--- config.mk ---
export PLATFORM = sky130hd
export DESIGN_NAME = touch_adc_seq
export DESIGN_NICKNAME = d
export VERILOG_FILES = /design/src/rtl/touch_adc_seq.sv
export SDC_FILE = /design/constraint.sdc
export NUM_CORES = 1
export LEC_CHECK = 0
export ABC_AREA = 1
export CORE_MARGIN = 5
export CORE_UTILIZATION = 51
export CTS_CLUSTER_DIAMETER = 50
export CTS_CLUSTER_SIZE = 14
export DETAILED_ROUTE_END_ITERATION = 16
export PLACE_DENSITY = 0.79
export SETUP_SLACK_MARGIN = 0.4
export SKIP_LAST_GASP = 1
export SLEW_MARGIN = 5
export SYNTH_ARGS = -nofsm -noshare
export SYNTH_HDL_FRONTEND = slang
export SYNTH_SLANG_ARGS = --single-unit
--- constraint.sdc ---
create_clock -name CLK -period 1.85 [get_ports CLK]
set_input_delay 0.185 -clock CLK [delete_from_list [all_inputs] [get_ports CLK]]
set_output_delay 0.185 -clock CLK [all_outputs]
set_load 0.01 [all_outputs]
--- src/rtl/touch_adc_seq.sv ---
// touch_adc_seq: pen-triggered multi-channel touch ADC sequencer with per-channel averaging, frame pacing and SPI watchdog
module touch_adc_seq #(
  parameter int NUM_CH = 4,
  parameter int DATA_W = 12,
  parameter int AVG_LOG2 = 2,
  parameter logic [3*NUM_CH-1:0] CH_ADDR = 12'b100_011_001_101,
  parameter int SETTLE = 16,
  parameter int FRAME_GAP = 50000,
  parameter int TIMEOUT = 1024,
  localparam int CH_W = (NUM_CH > 1) ? $clog2(NUM_CH) : 1
) (
  input  logic              CLK,
  input  logic              RST,
  input  logic              ADC_PENIRQ_n,
  input  logic              SPI_DONE,
  input  logic [DATA_W-1:0] SPI_RDATA,
  output logic              ADC_CS,
  output logic              SPI_START,
  output logic [7:0]        SPI_CMD,
  output logic [DATA_W-1:0] SAMPLE,
  output logic [CH_W-1:0]   SAMPLE_CH,
  output logic              SAMPLE_VALID,
  output logic              FRAME_DONE,
  output logic              PEN_DOWN,
  output logic              ERROR
);
  localparam int CMAX = (SETTLE > FRAME_GAP) ? ((SETTLE > TIMEOUT) ? SETTLE : TIMEOUT)
                                             : ((FRAME_GAP > TIMEOUT) ? FRAME_GAP : TIMEOUT);
  localparam int CNT_W = $clog2(CMAX + 1);
  localparam int ACC_W = DATA_W + AVG_LOG2;
  localparam logic [CNT_W-1:0] SETTLE_LD = CNT_W'(SETTLE - 1);
  localparam logic [CNT_W-1:0] GAP_LD = CNT_W'(FRAME_GAP - 1);
  localparam logic [CNT_W-1:0] WD_LD = CNT_W'(TIMEOUT - 1);
  localparam logic [AVG_LOG2:0] LAST_N = (AVG_LOG2 + 1)'((1 << AVG_LOG2) - 1);
  localparam logic [CH_W-1:0] LAST_CH = CH_W'(NUM_CH - 1);

  typedef enum logic [2:0] {S_IDLE, S_SETTLE, S_XFER, S_EMIT, S_GAP} state_t;

  state_t              state_q;
  logic                p1_q, p2_q;
  logic [CNT_W-1:0]    cnt_q;
  logic [CH_W-1:0]     ch_q;
  logic [AVG_LOG2:0]   n_q;
  logic [ACC_W-1:0]    acc_q;
  logic                cs_q, start_q, valid_q, frame_q, pen_q, err_q;
  logic [7:0]          cmd_q;
  logic [DATA_W-1:0]   sample_q;
  logic [CH_W-1:0]     sample_ch_q;
  logic [CH_W-1:0]     ch_nx;

  function automatic logic [7:0] cmd_of(input logic [CH_W-1:0] c);
    return {1'b1, CH_ADDR[3*c +: 3], 4'b0000};
  endfunction

  assign ch_nx = ch_q + 1'b1;

  // One shared down-counter serves settle, gap and the transfer watchdog
  always_ff @(posedge CLK) begin
    if (RST) begin
      state_q <= S_IDLE;
      p1_q <= 1'b1;
      p2_q <= 1'b1;
      cnt_q <= '0;
      ch_q <= '0;
      n_q <= '0;
      acc_q <= '0;
      cs_q <= 1'b0;
      start_q <= 1'b0;
      cmd_q <= '0;
      sample_q <= '0;
      sample_ch_q <= '0;
      valid_q <= 1'b0;
      frame_q <= 1'b0;
      pen_q <= 1'b0;
      err_q <= 1'b0;
    end else begin
      p1_q <= ADC_PENIRQ_n;
      p2_q <= p1_q;
      start_q <= 1'b0;
      valid_q <= 1'b0;
      frame_q <= 1'b0;
      err_q <= 1'b0;
      case (state_q)
        S_IDLE: if (!p2_q) begin
          state_q <= S_SETTLE;
          pen_q <= 1'b1;
          cs_q <= 1'b1;
          cnt_q <= SETTLE_LD;
        end
        S_SETTLE: if (cnt_q == '0) begin
          state_q <= S_XFER;
          ch_q <= '0;
          n_q <= '0;
          acc_q <= '0;
          start_q <= 1'b1;
          cmd_q <= cmd_of('0);
          cnt_q <= WD_LD;
        end else cnt_q <= cnt_q - 1'b1;
        S_XFER: if (SPI_DONE && !start_q) begin
          acc_q <= acc_q + ACC_W'(SPI_RDATA);
          n_q <= n_q + 1'b1;
          if (n_q == LAST_N) state_q <= S_EMIT;
          else begin
            start_q <= 1'b1;
            cnt_q <= WD_LD;
          end
        end else if (cnt_q == '0) begin
          state_q <= S_GAP;
          err_q <= 1'b1;
          acc_q <= '0;
          n_q <= '0;
          cs_q <= 1'b0;
          cnt_q <= GAP_LD;
        end else cnt_q <= cnt_q - 1'b1;
        S_EMIT: begin
          sample_q <= acc_q[ACC_W-1 -: DATA_W];
          sample_ch_q <= ch_q;
          valid_q <= 1'b1;
          acc_q <= '0;
          n_q <= '0;
          if (ch_q == LAST_CH) begin
            state_q <= S_GAP;
            frame_q <= 1'b1;
            cs_q <= 1'b0;
            cnt_q <= GAP_LD;
          end else begin
            state_q <= S_XFER;
            ch_q <= ch_nx;
            start_q <= 1'b1;
            cmd_q <= cmd_of(ch_nx);
            cnt_q <= WD_LD;
          end
        end
        S_GAP: if (cnt_q == '0) begin
          if (!p2_q) begin
            state_q <= S_SETTLE;
            ch_q <= '0;
            cs_q <= 1'b1;
            cnt_q <= SETTLE_LD;
          end else begin
            state_q <= S_IDLE;
            pen_q <= 1'b0;
          end
        end else cnt_q <= cnt_q - 1'b1;
        default: state_q <= S_IDLE;
      endcase
    end
  end

  assign ADC_CS = cs_q;
  assign SPI_START = start_q;
  assign SPI_CMD = cmd_q;
  assign SAMPLE = sample_q;
  assign SAMPLE_CH = sample_ch_q;
  assign SAMPLE_VALID = valid_q;
  assign FRAME_DONE = frame_q;
  assign PEN_DOWN = pen_q;
  assign ERROR = err_q;
endmodule

==> results.md <==
- Fmax: 490.5 MHz
- Clock tree from TritonCTS: yes
- Post-detail-place hpwl: 8.193 mm
- Final Cycle Share: 1.102
- First-pass GRT wire length: 22.38 mm
- Worst setup margin: -0.1886 ns
- H-tree levels: 3
- Commonest non-fill, non-tap cell in the layout: nand2_1
- Number of diodes: 0
- NumNets Final: 765
- Via count: 5478
- Yosys warnings: 0
- All-Layer GR Usage: 0.2784
- Slew Limit Fails: 0
- Post-Syn Area: 4003 um^2
- Sequential share of the synthesized area: 0.3201
- Area taken by flip-flops and latches: 1325 um^2
- Commonest non-fill, non-tap cells in the layout: 101 x nand2_1, 67 x buf_4, 61 x nor2_1, 44 x a21oi_1, 39 x dfxtp_1
- DR iter-0 viols: 681
- GRT overflow: 0
- Worst min path class: in2reg
- Critical Path RT: 2.10 ns
- Largest cells by area after synthesis: dfxtp_1 32%, nand2_1 12%, nor2_1 8.4%
- Clock net sink count: 64
- CORE AREA: 7687 um^2
- # IOs: 44
- Worst endpoint data arrival time: 2.29 ns
- Layout Utilization: 0.8270
- Routed Antenna Nets: 0
- Initial Util: 0.5207
- Die H: 98.59 um
- Vias per cell: 6.545
- Failing checks: setup timing
- RSZ-0062 raised after global routing: yes
- Power Density: 1896 nW/um^2
- Syn Area/Cell: 6.551 um^2
- Hold Path Depth: 2
- Hold path startpoint: ADC_PENIRQ_n
- Layout area overhead: 58.83%
- Detailed-route wire length: 18.14 mm
- Max Cap Viol: 0
- Die ar.: 9720 um^2
- Cells along the critical path: ha_2, a21o_1, a31oi_1, nand3_2, a21oi_1, o21ai_1
- Setup-failing EPs final: 4
- DIE WIDTH: 98.59 um
- Syn Inst Count: 611
- Cell variety after synth: 41
- Maximum fanout along the worst path: 6
- Final TNS setup: -0.3639 ns
- Leak: 2.895 nW
- CTS Buf Count: 9
- Synth top area share: 0.3201
- Async S/R FF share, synth: 0
- Post-layout min period: 2.039 ns
- Reg2reg path depth: 6
- Synth Register Bits: 64
- Standard-cell rows: 32
- CP Launch Type: flip-flop
- Post-route DRC violation count: 0
- Initial antenna violation count: 0
- Layout cell share with drive strength beyond 1: 0.4000
- Post-CTS Hold Buffers: 0
- VDD IR-drop max: 1061 uV
- Overall power: 12.05 mW
- Root Driver: clkbuf_8
- Hold Crit Endpoint: p1_q
- CP Capture Type: flip-flop
- Synth Flop Type: dfxtp_1
- Minimum setup slack among reg-to-reg paths: -0.19 ns
- R2R Path End: acc_q[12]
- Clock buffer depth: 2
- Crit-path max cell delay: 0.43 ns
- Setup Skew: 0.01382 ns
- Pin count of the biggest net entering global routing: 23
- Routability cong.: 0.9119
- Final hold vios: 0
- Worst R2R Start: acc_q[11]
- Area occupied by multi-input gates: 3249 um^2
- Dpl cell area: 4813 um^2
- Design area: 6357 um^2
- EDFF count, synth: 0
- Outcome: finished, violations left
- Detailed Routing Iterations Pass 1: 9
- Clock Pin Slew Worst Setup and Hold Paths: 0.08 ns
- Vias in the first global route: 4765
- CP Class: reg2reg
- Area leader, netlist: dfxtp_1
- Critical path's slowest cell: dfxtp_1
- Buffers on Ports: 39
- Layout fillers: 350
- WL/cell: 21.67 um
- Clk_lat worst skew: 0.38 ns
==> cell type report <==
cell class,instances,share of cell area
clock inverters,6,0.01437
inverters,52,0.03562
multi-input cells,474,0.5111
well taps,102,0.02007
clock buffers,10,0.02165
flip-flops and latches,64,0.2084
repair inverters,1,0.001378
repair buffers,128,0.1874
==> cell usage after synthesis, types with 2 or more instances <==
cell type and number:
or2_2 4, xor2_1 4, xnor2_1 2, o211ai_1 7
inv_2 4, buf_6 4, dfxtp_1 64, ha_1 18
nand2_2 4, nor2_1 90, o21ai_1 3, nand3b_1 4
nand3_1 51, o21ai_0 48, buf_2 6, clkbuf_1 10
o21a_1 4, a21oi_1 66, nor2_2 3, nor3_1 3
nor2_4 4, buf_4 4, inv_1 46, nand2_1 129
a31oi_1 6, a21o_1 2, nand4_1 7
==> metal layers <==
metal | vias up | GRT usage | part of all wire
met5 | - | 0 | 0
met4 | 0 | 0.1155 | 0.092
met3 | 215 | 0.06511 | 0.12
met2 | 513 | 0.4769 | 0.44
met1 | 2478 | 0.3345 | 0.35
li1 | 2272 | - | -
==> timing repair <==
item / CTS / global route
endpoints found under the hold margin: 0 / 0
gates cloned: 3 / 0
setup endpoints to repair: 47 / 60
setup buffers: 28 / 17
pin swaps: 43 / 41
gates resized for setup: 132 / 127
==> state kept, by name (all words and copies together) (netlist names), 2 cells and up <==
signal     count
acc_q         14
SPI_CMD        4
cnt_q         16
ch_q           2
state_q        3
SAMPLE_CH      2
n_q            3
SAMPLE        12
==> through the flow <==
stage / hold slack, ns / cells / worst slack, ns
2_1_floorplan: 0.2888 / 614 / 0.2517
3_3_place_gp: 0.3907 / 773 / -0.1252
3_5_place_dp: 0.3945 / 773 / -0.1774
4_1_cts: 0.4053 / 820 / 0.1910
5_1_grt: 0.4105 / 837 / -0.2152
6_report: 0.3981 / 837 / -0.1886
==> cells by family after synthesis <==
| family | count (synthesis) | share of synthesized area |
|---|---|---|
| AO/OA/AOI/OAI | 143 | 0.1948 |
| XOR/XNOR | 6 | 0.01313 |
| adder cells (fa/ha/maj) | 19 | 0.06127 |
| buffers and inverters | 76 | 0.08534 |
| flip-flops | 64 | 0.3201 |
| other | 1 | 0.0009369 |
| AND/OR/NAND/NOR | 302 | 0.3245 |
==> worst max-delay path: cells and delay by family (launching register included) <==
family	cells	cell delay, ns
compound gates	4	0.94
flops	1	0.43
fa+ha+maj	1	0.36
simple gates	1	0.20
==> worst max path at each step <==
stage | slack, ns | endpoint | start | depth (start not counted)
finish | -0.19 | acc_q[12] | acc_q[11] | 6
global route | -0.22 | acc_q[12] | acc_q[11] | 7
CTS | 0.19 | acc_q[8] | acc_q[0] | 11
detailed placement | -0.18 | acc_q[10] | SPI_RDATA[0] | 11
global placement | -0.13 | acc_q[8] | SPI_RDATA[0] | 12
floorplan | 0.25 | acc_q[8] | acc_q[0] | 11
==> power breakdown <==
part           internal [mW]  switching [mW]  total, mW
logic                   3.41            4.94       8.35
registers               1.77           0.469       2.24
clock network          0.800           0.663       1.46
total                   5.98            6.07       12.1
(Power assumes the default switching activity.)
==> variant 1, RTL diff (config.mk and constraints unchanged) <==
`DATA_W`: 12 -> 8.
--- a/src/rtl/touch_adc_seq.sv
+++ b/src/rtl/touch_adc_seq.sv
@@ -1,7 +1,7 @@
 // touch_adc_seq: pen-triggered multi-channel touch ADC sequencer with per-channel averaging, frame pacing and SPI watchdog
 module touch_adc_seq #(
   parameter int NUM_CH = 4,
-  parameter int DATA_W = 12,
+  parameter int DATA_W = 8,
   parameter int AVG_LOG2 = 2,
   parameter logic [3*NUM_CH-1:0] CH_ADDR = 12'b100_011_001_101,
   parameter int SETTLE = 16,
Interface: changed (resized SAMPLE and SPI_RDATA); port bits go from 44 to 36. The function was not compared with the original's and may differ.
==> variant 1 against the original RTL <==
- final area is 26% lower
- routed wire length is 45% lower
- count of clock-buffer cells in the layout down 5
- area after synthesis fell by 16%
- sequential cell count fell by 8
- clock power is 49% lower
- critical path type unchanged
- non-clock buffer count decreased by 28
- power is 32% lower
- setup slack better by 0.33 ns
- worst hold slack improved by 0.018 ns
==> variant 1: results (changes against the original RTL) <==
| Metric | Value |
|---|---|
| Fill cell count | `425 (was 350)` |
| Share of cells above drive strength 1 | `30.74% (was 40.00%)` |
| Drt pass-1 iters | `5 (was 9)` |
| Finish-stage setup viols | `0 (was 4)` |
| Register share of total power | `22.9% (was 18.6%)` |
| Clock-net power | `741 uW (was 1.46 mW)` |
| Setup tns final | `0 ns (was -0.3639 ns)` |
| DRT iter0 DRCs | `214 (was 681)` |
| H-tree Lvls | `2 (was 3)` |
| Met3 Usage GRT | `4.298% (was 6.511%)` |
| DP Worst Slack | `-0.04808 ns (was -0.1774 ns)` |
| GR Util met2 | `41.83% (was 47.69%)` |
| Synth area leaders | `dfxtp_1 33%, nand2_1 15%, nor2_1 7.4% (was dfxtp_1 32%, nand2_1 12%, nor2_1 8.4%)` |
| Port Buffer Count | `31 (was 39)` |
| CTS clk-pin slew, worst paths | `0.11 ns (was 0.08 ns)` |
| GPL Wtd Cong | `0.9140 (was 0.9119)` |
| Met2 WL post-DR | `5.172 mm (was 8.022 mm)` |
| Max VDD drop | `1.140 mV (was 1.061 mV)` |
| Nets | `632 (was 765)` |
| Num CTS Buffers | `5 (was 9)` |
| Lkg Pwr | `2.346 nW (was 2.895 nW)` |
| Setup Skew | `0.004844 ns (was 0.01382 ns)` |
| Vias in the first global route | `3667 (was 4765)` |
| P_seq | `1.87 mW (was 2.24 mW)` |
| Crit-path max cell delay | `0.35 ns (was 0.43 ns)` |
| Hpwl dp | `6.447 mm (was 8.193 mm)` |
| Post-synth top cells | `137 x nand2_1, 66 x nor2_1, 56 x dfxtp_1 (was 129 x nand2_1, 90 x nor2_1, 66 x a21oi_1)` |
| Metal3 WL | `537 um (was 2.170 mm)` |
| Net Switching | `3.872 mW (was 6.071 mW)` |
| Crit-path slowest cell | `dfxtp_2 (was dfxtp_1)` |
| Crit path arrival time | `1.93 ns (was 2.29 ns)` |
| Outcome | `finished clean (was finished with violations)` |
| Clock latency on the worst-skew pair | `0.33 ns (was 0.38 ns)` |
variant 1: worst paths after layout:
kind	from	to	cells after the start
min reg2reg	p1_q	p2_q	1
min	ADC_PENIRQ_n	p1_q	2
max	cnt_q[0]	PEN_DOWN	12
max reg2reg	cnt_q[0]	PEN_DOWN	12
variant 1: metrics by stage:
stage	utilization [%]	hold WS, ns	std cells
floorplan	-	0.2888	510
global placement	61.89	0.3964	636
detailed placement	61.89	0.4021	636
CTS	71.08	0.4145	673
global route	73.90	0.4157	682
finish	73.90	0.4163	682
variant 1: layout make-up:
cell class                      instances  area, um^2  share of cell area, %
Clock inverter                          3       27.53                 0.5832
Sequential cell                        56        1155                  24.47
Clock buffer                            5       68.82                  1.458
Timing Repair Buffer                  100       884.6                  18.74
Inverter                               54       215.2                  4.560
Timing Repair inverter                  1       7.507                 0.1591
Tap cell                               77       96.34                  2.041
Multi-Input combinational cell        386        2265                  47.99
variant 1: critical path, delay by kind of cell, from the launching register on:
kind | cells | cell delay (ns)
buffers and inverters | 5 | 0.50
AND/OR/NAND/NOR | 4 | 0.40
flip-flops | 1 | 0.35
AO/OA/AOI/OAI | 2 | 0.22
adder cells (fa/ha/maj) | 1 | 0.13
variant 1: repair_timing:
action | 4_1_cts | 5_1_grt
gates cloned | 1 | 0
endpoints found under the setup margin | 40 | 49
hold buffers | 0 | 0
buffers inserted | 28 | 9
resized for setup | 83 | 35
pin swaps | 16 | 12
variant 1: kinds of logic (layout without fill, tap and decap cells):
kind of cell | Yosys count | in the layout | synth area share, %
AOI/OAI and AO/OA | 98 | 98 | 15.96
xor gates and xnor gates | 10 | 10 | 2.610
adders and majority gates | 16 | 16 | 6.189
buffers and inverters | 68 | 163 | 8.725
DFF | 56 | 56 | 33.41
other | 1 | 4 | 0.1117
and+or+nand+nor | 258 | 258 | 33.00
==> variant 2, RTL diff (same flow settings) <==
Without the edit above. Reset style: asynchronous (`RST`), changed in one clocked block.
--- a/src/rtl/touch_adc_seq.sv
+++ b/src/rtl/touch_adc_seq.sv
@@ -55,7 +55,7 @@
   assign ch_nx = ch_q + 1'b1;
 
   // One shared down-counter serves settle, gap and the transfer watchdog
-  always_ff @(posedge CLK) begin
+  always_ff @(posedge CLK or posedge RST) begin
     if (RST) begin
       state_q <= S_IDLE;
       p1_q <= 1'b1;
Check against the original RTL: differs if RST is asserted again (counterexample within 4 cycles, from zero or initial values and one cycle with RST high); with RST held inactive, the same outputs for 10 cycles.
==> variant 2 against the original RTL <==
- area after synthesis rose by 6.8%
- utilization fell by 6.6 points
- sequential cell count did not move
- count of clock-buffer cells in the layout rose by 1
- routed wire length fell by 20%
- final area fell by 2.1%
- power fell by 22%
- final cell count fell by 2.7%
- via count fell by 15%
- largest power group unchanged
- setup slack improved by 0.28 ns
- critical path depth rose by 2
- clock skew fell by 0.0013 ns
==> variant 2: results (changes against the original RTL) <==
| Metric | Value |
|---|---|
| Lkg Pwr | `3.235 nW (was 2.895 nW)` |
| Drt pass-1 iters | `5 (was 9)` |
| Outcome | `finished clean (was finished with violations)` |
| FF-to-FF Start | `cnt_q[1] (was acc_q[11])` |
| Hpwl dp | `7.676 mm (was 8.193 mm)` |
| DRT iter0 DRCs | `389 (was 681)` |
| Placed Area | `4961 um^2 (was 4813 um^2)` |
| Nets | `739 (was 765)` |
| Setup Skew | `0.01256 ns (was 0.01382 ns)` |
| FF-to-FF End | `cnt_q[11] (was acc_q[12])` |
| Worst min path class | `in2async (was in2reg)` |
| Fill cell count | `494 (was 350)` |
| Max VDD drop | `1.028 mV (was 1.061 mV)` |
| Met2 WL post-DR | `6.976 mm (was 8.022 mm)` |
| Crit path arrival time | `2.04 ns (was 2.29 ns)` |
| Vias | `4669 (was 5478)` |
| GRT Resource Usage Total | `25.80% (was 27.84%)` |
| Post-synthesis sequential area ratio | `37.53% (was 32.01%)` |
| Net Switching | `4.502 mW (was 6.071 mW)` |
| Ys async rst share | `100.0% (was 0%)` |
| First-pass GRT wire length | `21.05 mm (was 22.38 mm)` |
| DRT met1 WL | `5.103 mm (was 6.279 mm)` |
| Final wirelength | `14.44 mm (was 18.14 mm)` |
| # Post-CTS Setup Buffers | `41 (was 28)` |
| Post-synth top cells | `213 x nand2_1, 62 x dfrtp_1, 61 x inv_1 (was 129 x nand2_1, 90 x nor2_1, 66 x a21oi_1)` |
| Metal3 WL | `1.421 mm (was 2.170 mm)` |
| Worst-path fanout max | `5 (was 6)` |
| Worst r2r path cells | `8 (was 6)` |
| GPL Wtd Cong | `0.9230 (was 0.9119)` |
| Clock latency on the worst-skew pair | `0.35 ns (was 0.38 ns)` |
| Largest net degree at the start of global routing | `30 (was 23)` |
| Cell variety after synth | `40 (was 41)` |
| Share of cells above drive strength 1 | `35.97% (was 40.00%)` |
| Main flop type after synthesis | `dfrtp_1 (was dfxtp_1)` |
| Pwr dens | `1510 nW/um^2 (was 1896 nW/um^2)` |
==> variant 2: cell type report <==
type	instances	area share, %
multi-input cells	444	46.79
repair buffers	112	17.19
clock buffers	11	2.272
repair inverters	1	0.1207
inverters	72	4.665
well taps	105	2.111
clock inverters	5	0.9049
flip-flops and latches	64	25.94
==> variant 2: power groups by stage <==
stage / sequential [mW] / combinational [mW] / clock (mW)
global route: 2.40 / 6.26 / 1.30
global placement: 2.30 / 3.88 / 0
CTS: 2.32 / 4.95 / 1.23
finish: 2.34 / 5.82 / 1.23
detailed placement: 2.32 / 3.99 / 0
floorplan: 2.32 / 2.86 / 0
==> variant 2: stage by stage <==
step                      hold WS, ns  instances  worst slack, ns  power (mW)  TNS (ns)
after floorplan                0.1895        590           0.2721       5.174         0
after global placement         0.3457        740          -0.1391       6.177   -0.2474
after detailed placement       0.3500        740          -0.1712       6.313   -0.4557
after CTS                      0.2245        801           0.1877       8.494         0
after global routing           0.2291        814          0.01326       9.960         0
final                          0.2186        814          0.08669       9.393         0
==> variant 2: cell families after synthesis <==
kind of cell,after synthesis,share of synthesized area (%)
and+or+nand+nor,342,37.30
AOI/OAI and AO/OA,67,8.753
DFF,64,37.53
xor gates and xnor gates,9,1.844
adders and majority gates,19,5.738
other,1,0.08774
buffers and inverters,85,8.753
==> variant 2: worst max-delay path, cell delays in order, from the launching register on <==
cell	delay, ns
dfrtp_1	0.41
buf_4	0.16
nor2_2	0.12
nand2_1	0.12
nor2_4	0.19
nand3_2	0.13
o21ai_0	0.34
nand3_2	0.14
o21ai_2	0.08
==> variant 2: routing by layer <==
layer  vias up  GRT usage [%]
met1      2118          31.09
met4         0          15.95
met3       116          4.408
li1       2085              -
met5         -              0
met2       350          42.86
